`src/rtl/mem_ctrl_if.sv`:
```
// Request/response bundle between the pipeline requesters, mem_ctrl and the byte-wide RAM.
// The slave modport is the controller's view; master is the requester/RAM side.
interface mem_ctrl_if #(
   parameter int unsigned ADDR_W = 17
) ();
   logic              if_r_enable_i;
   logic [31:0]       if_addr_i;
   logic [31:0]       if_data_o;
   logic              if_busy_o;
   logic              if_done_o;

   logic              mem_r_enable_i;
   logic              mem_w_enable_i;
   logic [31:0]       mem_addr_i;
   logic [31:0]       mem_wdata_i;
   logic [3:0]        mem_wmask_i;
   logic [31:0]       mem_rdata_o;
   logic              mem_busy_o;
   logic              mem_done_o;

   logic [ADDR_W-1:0] ram_addr_o;
   logic [7:0]        ram_dout_o;
   logic              ram_wr_o;
   logic [7:0]        ram_din_i;

   modport slave (
      input  if_r_enable_i, if_addr_i,
      output if_data_o, if_busy_o, if_done_o,
      input  mem_r_enable_i, mem_w_enable_i, mem_addr_i, mem_wdata_i, mem_wmask_i,
      output mem_rdata_o, mem_busy_o, mem_done_o,
      output ram_addr_o, ram_dout_o, ram_wr_o,
      input  ram_din_i
   );

   modport master (
      output if_r_enable_i, if_addr_i,
      input  if_data_o, if_busy_o, if_done_o,
      output mem_r_enable_i, mem_w_enable_i, mem_addr_i, mem_wdata_i, mem_wmask_i,
      input  mem_rdata_o, mem_busy_o, mem_done_o,
      input  ram_addr_o, ram_dout_o, ram_wr_o,
      output ram_din_i
   );
endinterface

```
`src/rtl/mem_ctrl.sv`:
```
// Byte-serial memory controller: 32-bit fetches and loads/stores over one byte-wide RAM port.
// Data port wins arbitration; each transaction runs accept -> 4 byte cycles -> drain -> DONE.
module mem_ctrl #(
   parameter int unsigned ADDR_W = 17
) (
   input logic       clk,
   input logic       rst,
   mem_ctrl_if.slave bus
);
   typedef enum logic [2:0] {StIdle, StIfRd, StMemRd, StMemWr, StDone} state_e;

   state_e            state_q, state_d;
   logic [1:0]        k_q, k_d;
   logic [1:0]        drain_q, drain_d;
   logic [ADDR_W-1:0] base_q, base_d;
   logic [31:0]       wdata_q, wdata_d;
   logic [3:0]        wmask_q, wmask_d;
   logic [23:0]       rbuf_q, rbuf_d;
   logic [31:0]       if_data_q, if_data_d;
   logic [31:0]       mem_rdata_q, mem_rdata_d;
   logic              if_done_q, if_done_d;
   logic              mem_done_q, mem_done_d;
   logic [ADDR_W-1:0] ram_addr_q, ram_addr_d;
   logic [7:0]        ram_dout_q, ram_dout_d;
   logic              ram_wr_q, ram_wr_d;
   logic              is_rd;
   logic              busy;
   logic [1:0]        cap_idx;

   // Requester address bits above the RAM width are don't-care.
   logic unused_addr_bits;
   assign unused_addr_bits = ^{bus.if_addr_i[31:ADDR_W], bus.mem_addr_i[31:ADDR_W]};

   always_comb begin
      state_d     = state_q;
      k_d         = k_q;
      drain_d     = drain_q;
      base_d      = base_q;
      wdata_d     = wdata_q;
      wmask_d     = wmask_q;
      rbuf_d      = rbuf_q;
      if_data_d   = if_data_q;
      mem_rdata_d = mem_rdata_q;
      if_done_d   = 1'b0;
      mem_done_d  = 1'b0;
      ram_addr_d  = ram_addr_q;
      ram_dout_d  = ram_dout_q;
      ram_wr_d    = 1'b0;
      is_rd       = (state_q == StIfRd) || (state_q == StMemRd);
      cap_idx     = k_q - 2'd1;

      // Read data lags its address by one cycle, so capture trails the issue counter.
      if (is_rd && ((k_q != 2'd0) || (drain_q != 2'd0))) begin
         case (cap_idx)
            2'd0:    rbuf_d[7:0]   = bus.ram_din_i;
            2'd1:    rbuf_d[15:8]  = bus.ram_din_i;
            2'd2:    rbuf_d[23:16] = bus.ram_din_i;
            default: ;
         endcase
      end

      unique case (state_q)
         StIdle: begin
            k_d     = 2'd0;
            drain_d = 2'd0;
            if (bus.mem_w_enable_i) begin
               state_d = StMemWr;
               base_d  = bus.mem_addr_i[ADDR_W-1:0];
               wdata_d = bus.mem_wdata_i;
               wmask_d = bus.mem_wmask_i;
            end else if (bus.mem_r_enable_i) begin
               state_d = StMemRd;
               base_d  = bus.mem_addr_i[ADDR_W-1:0];
            end else if (bus.if_r_enable_i) begin
               state_d = StIfRd;
               base_d  = bus.if_addr_i[ADDR_W-1:0];
            end
         end
         StIfRd, StMemRd, StMemWr: begin
            if (drain_q == 2'd0) begin
               ram_addr_d = base_q + ADDR_W'(k_q);
               if (state_q == StMemWr) begin
                  ram_wr_d   = wmask_q[k_q];
                  ram_dout_d = wdata_q[8*k_q +: 8];
               end
               k_d = k_q + 2'd1;
               if (k_q == 2'd3) begin
                  drain_d = 2'd1;
               end
            end else begin
               state_d = StDone;
               drain_d = 2'd0;
               if (state_q == StIfRd) begin
                  if_data_d = {bus.ram_din_i, rbuf_q};
                  if_done_d = 1'b1;
               end else if (state_q == StMemRd) begin
                  mem_rdata_d = {bus.ram_din_i, rbuf_q};
                  mem_done_d  = 1'b1;
               end else begin
                  mem_done_d = 1'b1;
               end
            end
         end
         StDone: begin
            state_d = StIdle;
         end
         default: begin
            state_d = StIdle;
         end
      endcase
   end

   always_ff @(posedge clk) begin
      if (rst) begin
         state_q     <= StIdle;
         k_q         <= '0;
         drain_q     <= '0;
         base_q      <= '0;
         wdata_q     <= '0;
         wmask_q     <= '0;
         rbuf_q      <= '0;
         if_data_q   <= '0;
         mem_rdata_q <= '0;
         if_done_q   <= 1'b0;
         mem_done_q  <= 1'b0;
         ram_addr_q  <= '0;
         ram_dout_q  <= '0;
         ram_wr_q    <= 1'b0;
      end else begin
         state_q     <= state_d;
         k_q         <= k_d;
         drain_q     <= drain_d;
         base_q      <= base_d;
         wdata_q     <= wdata_d;
         wmask_q     <= wmask_d;
         rbuf_q      <= rbuf_d;
         if_data_q   <= if_data_d;
         mem_rdata_q <= mem_rdata_d;
         if_done_q   <= if_done_d;
         mem_done_q  <= mem_done_d;
         ram_addr_q  <= ram_addr_d;
         ram_dout_q  <= ram_dout_d;
         ram_wr_q    <= ram_wr_d;
      end
   end

   assign busy = (state_q == StIfRd) || (state_q == StMemRd) || (state_q == StMemWr);

   assign bus.if_data_o   = if_data_q;
   assign bus.if_busy_o   = busy;
   assign bus.if_done_o   = if_done_q;
   assign bus.mem_rdata_o = mem_rdata_q;
   assign bus.mem_busy_o  = busy;
   assign bus.mem_done_o  = mem_done_q;
   assign bus.ram_addr_o  = ram_addr_q;
   assign bus.ram_dout_o  = ram_dout_q;
   assign bus.ram_wr_o    = ram_wr_q;
endmodule
```
`src/flat_wrapper.sv`:
```
// flat-port wrapper written by rule: the top's interface ports become plain ports
module mem_ctrl_flat 
#(
   parameter int unsigned ADDR_W = 17
)
  (clk, rst, bus_if_r_enable_i, bus_if_addr_i, bus_if_data_o, bus_if_busy_o, bus_if_done_o, bus_mem_r_enable_i, bus_mem_w_enable_i, bus_mem_addr_i, bus_mem_wdata_i, bus_mem_wmask_i, bus_mem_rdata_o, bus_mem_busy_o, bus_mem_done_o, bus_ram_addr_o, bus_ram_dout_o, bus_ram_wr_o, bus_ram_din_i);
  mem_ctrl_if #(.ADDR_W(ADDR_W)) bus_i ();
  input logic clk;
  input logic rst;
  input wire logic [$bits(bus_i.if_r_enable_i)-1:0] bus_if_r_enable_i;
  input wire logic [$bits(bus_i.if_addr_i)-1:0] bus_if_addr_i;
  output wire logic [$bits(bus_i.if_data_o)-1:0] bus_if_data_o;
  output wire logic [$bits(bus_i.if_busy_o)-1:0] bus_if_busy_o;
  output wire logic [$bits(bus_i.if_done_o)-1:0] bus_if_done_o;
  input wire logic [$bits(bus_i.mem_r_enable_i)-1:0] bus_mem_r_enable_i;
  input wire logic [$bits(bus_i.mem_w_enable_i)-1:0] bus_mem_w_enable_i;
  input wire logic [$bits(bus_i.mem_addr_i)-1:0] bus_mem_addr_i;
  input wire logic [$bits(bus_i.mem_wdata_i)-1:0] bus_mem_wdata_i;
  input wire logic [$bits(bus_i.mem_wmask_i)-1:0] bus_mem_wmask_i;
  output wire logic [$bits(bus_i.mem_rdata_o)-1:0] bus_mem_rdata_o;
  output wire logic [$bits(bus_i.mem_busy_o)-1:0] bus_mem_busy_o;
  output wire logic [$bits(bus_i.mem_done_o)-1:0] bus_mem_done_o;
  output wire logic [$bits(bus_i.ram_addr_o)-1:0] bus_ram_addr_o;
  output wire logic [$bits(bus_i.ram_dout_o)-1:0] bus_ram_dout_o;
  output wire logic [$bits(bus_i.ram_wr_o)-1:0] bus_ram_wr_o;
  input wire logic [$bits(bus_i.ram_din_i)-1:0] bus_ram_din_i;
  assign bus_i.if_r_enable_i = bus_if_r_enable_i;
  assign bus_i.if_addr_i = bus_if_addr_i;
  assign bus_if_data_o = bus_i.if_data_o;
  assign bus_if_busy_o = bus_i.if_busy_o;
  assign bus_if_done_o = bus_i.if_done_o;
  assign bus_i.mem_r_enable_i = bus_mem_r_enable_i;
  assign bus_i.mem_w_enable_i = bus_mem_w_enable_i;
  assign bus_i.mem_addr_i = bus_mem_addr_i;
  assign bus_i.mem_wdata_i = bus_mem_wdata_i;
  assign bus_i.mem_wmask_i = bus_mem_wmask_i;
  assign bus_mem_rdata_o = bus_i.mem_rdata_o;
  assign bus_mem_busy_o = bus_i.mem_busy_o;
  assign bus_mem_done_o = bus_i.mem_done_o;
  assign bus_ram_addr_o = bus_i.ram_addr_o;
  assign bus_ram_dout_o = bus_i.ram_dout_o;
  assign bus_ram_wr_o = bus_i.ram_wr_o;
  assign bus_i.ram_din_i = bus_ram_din_i;
  mem_ctrl #(.ADDR_W(ADDR_W)) u_core (.clk(clk), .rst(rst), .bus(bus_i));
endmodule
```
`config.mk`:
```
export PLATFORM = sky130hd
export DESIGN_NAME = mem_ctrl_flat
export DESIGN_NICKNAME = d
export VERILOG_FILES = /design/src/rtl/mem_ctrl_if.sv /design/src/rtl/mem_ctrl.sv /design/src/flat_wrapper.sv
export SDC_FILE = /design/constraint.sdc
export NUM_CORES = 1
export LEC_CHECK = 0
export CAP_MARGIN = 5
export CORE_MARGIN = 3
export CORE_UTILIZATION = 30
export DETAILED_ROUTE_END_ITERATION = 10
export PLACE_DENSITY = 0.55
export REMOVE_ABC_BUFFERS = 1
export SYNTH_ARGS = -nofsm -noshare
export SYNTH_HDL_FRONTEND = slang
export SYNTH_SLANG_ARGS = --single-unit
```
`constraint.sdc`:
```
create_clock -name clk -period 2.02 [get_ports clk]
set_input_delay 0.202 -clock clk [delete_from_list [all_inputs] [get_ports clk]]
set_output_delay 0.202 -clock clk [all_outputs]
set_load 0.05 [all_outputs]
```
==> impl_metrics.ini <==
[floorplanning]
die_area_um2 = 24800
num_rows = 54
start_util_pct = 31.07
die_w_um = 157.5
core_area_um2 = 22160
pin_count = 207
die_y_um = 157.5

[worst_hold_path]
whs_endpoint = u_core.rbuf_q[13]
hold_path.class = in2reg
hp-start = rst
hold_depth = 2

[clock_tree]
htree_levels = 4
root_buffer = clkbuf_16
clk_pin_slew_ps = 70
clk_latency_ps = 430
cts_made_buffers = 17
cts_tree = built
cts_buffer_depth = 2
cts_setup_buffers = 0
cts_sinks = 175
cts_hold_buf = 0

[sta]
worst_pin_slew_ps = 701.4
slew_violations = 0
worst_slack_ps = 196.8
hold_violations = 0
max_freq_ghz = 0.5485
finalCriticalPeriod_ps = 1823
slew_headroom_pct = 53.24
rsz0062_at_grt = no
holdWs_ps = 116.5
timing.final.crit_share_pct = 90.26
clock_skew_ps = 10.39
setup_viol_count_final = 0

[place]
place_ws_ps = 39.09
place_inst = 1243
io_buffers = 176
hpwl_um = 12580
place.gp.congestion = 0.7946

[routing]
vias = 5977
drc = 0
drtIter0Drc = 283
final_antenna_net_count = 0
drtPass1Iterations = 4
vias_per_cell = 4.688
wire_per_inst_um = 14.57
wl_um = 18580

[worst_setup_path]
cp-end-kind = primary output
crit_cells = 1
max_stage_delay_ps = 860
crit_family = buffers and inverters
worstSetupPathType = reg2out
cp.arrival_ps = 1620
startpoint = u_core.bus.if_data_o[7]
cp_max_fo = 2
crit_chain = clkdlybuf4s50_1
critPathSlowestCell = clkdlybuf4s50_1
reg2reg_from = u_core.k_q[0]
ff2ff_path_depth = 8
crit_required_ps = 1820
worstReg2RegEnd = u_core.rbuf_q[4]
critPathLaunchType = register
crit_buf_inv = 1
regToRegSetupSlack_ps = 200

[synth]
synth.top_cells.by_count = nand2_1 (248), dfxtp_1 (175), a21oi_1 (115)
synthTopCellsByArea = dfxtp_1 (51%), nand2_1 (14%), a21oi_1 (8.4%)
syn-instance-count = 826
async_flop_share_pct = 0
yosysTopAreaCellShare_pct = 50.88
synth-edff-count = 0
avgSynthCellArea_um2 = 8.336
synth-seq-cells = 175
seq_area_frac_synth_pct = 50.88
synth_most_common_cell = nand2_1
ys_warn_count = 0
synth_area_leader_cell = dfxtp_1
syn_area_um2 = 6885
synth_cell_type_count = 46
ys.flop_type = dfxtp_1

[grt]
grt_usage_pct = 15.15
grt_pass1_wl_um = 30250
overflow = 0
grt_max_degree = 59
antenna_found_initial = 0
first_global_vias = 5770

[finish]
multi_input_area_um2 = 3138
nets = 1102
final-seq-area_um2 = 3503
n_fill_cell = 2222
postLayoutCoreUtil_pct = 43.58
diodes = 0
fin_cells = 1275
drive_above_1_share_pct = 7.638
synthToLayoutAreaGrowth_pct = 40.27

[power]
leakagePower_nw = 3.405
fin_total_pwr_mw = 8.219
max-vdd-ir-drop_mv = 0.4645
p_per_area_nw_per_um2 = 851.0

[flow_run]
maxCapViolCount = 0

[outcome]
status = finished, final reports clean
## layer usage
layer  track usage (%)  wire length, um
met5                 0                0
met1             20.99             9130
met4             3.471              129
met2             23.88             8398
met3             3.822              923
## cell usage in the layout, fill, tap and decap left out, types with 4 or more instances in the layout
cell	synthesis	layout
o21ai_0	19	19
a211oi_1	13	13
buf_12	0	11
nand2_1	248	248
clkdlybuf4s50_1	0	173
mux4_2	9	9
xnor2_1	8	8
buf_4	1	14
nor4_1	6	5
a311oi_1	18	18
a21oi_1	115	115
xor2_1	4	4
ha_1	6	6
nor3_1	5	5
clkbuf_16	0	17
inv_1	7	7
mux2i_1	24	24
dfxtp_1	175	175
nor2_1	69	68
nand3_1	6	6
## cell type report
cell class,count,area share [%]
clock inverter,13,1.296
tap,280,3.627
timing repair buffer,199,21.41
multi-input combinational,581,32.49
clock buffer,19,4.586
inverter,8,0.3109
sequential,175,36.27
## power by group
part           total (mW)  leakage [nW]  switching (mW)  internal (mW)
logic                1.29          1.71           0.726          0.562
registers            3.77          1.42           0.146           3.62
clock network        3.16         0.269            1.50           1.66
## state kept, by name, summed over array words and instances, names as in the netlist, 2 cells and up
register,flops
u_core.base_q,17
u_core.bus.if_data_o,32
u_core.bus.mem_rdata_o,32
u_core.bus.ram_addr_o,17
u_core.bus.ram_dout_o,8
u_core.k_q,2
u_core.rbuf_q,24
u_core.state_q,3
u_core.wdata_q,32
u_core.wmask_q,4
## kinds of logic (layout without fill, tap and decap cells)
group,Yosys count,count (layout),synth area share [%]
and+or+nand+nor,357,357,21.30
DFF,175,175,50.88
AOI/OAI and AO/OA,172,172,14.36
buffers and inverters,70,239,4.125
muxes,33,33,6.433
xor gates and xnor gates,12,12,1.526
adders and majority gates,7,7,1.381
## how the worst max path moves through the flow
stage | slack [ps] | endpoint
after floorplan | -320 | u_core.bus.ram_addr_o[16]
after global placement | 50 | u_core.bus.ram_addr_o[16]
after detailed placement | 40 | u_core.bus.ram_addr_o[16]
after CTS | 2 | u_core.bus.ram_addr_o[16]
after global routing | 30 | u_core.bus.ram_addr_o[16]
final | 200 | bus_if_data_o[7]
## per-stage QoR
stage | cell area (um^2) | TNS, ps
2_1_floorplan | 6631 | -7740
3_5_place_dp | 9067 | 0
3_3_place_gp | 9067 | 0
4_1_cts | 9635 | 0
5_1_grt | 9658 | 0
6_report | 9658 | 0
## repair_timing
action / CTS / global route
endpoints found under the hold margin: 0 / 0
endpoints found under the setup margin: 0 / 3
gates resized for setup: 0 / 4
(Power assumes the default switching activity.)
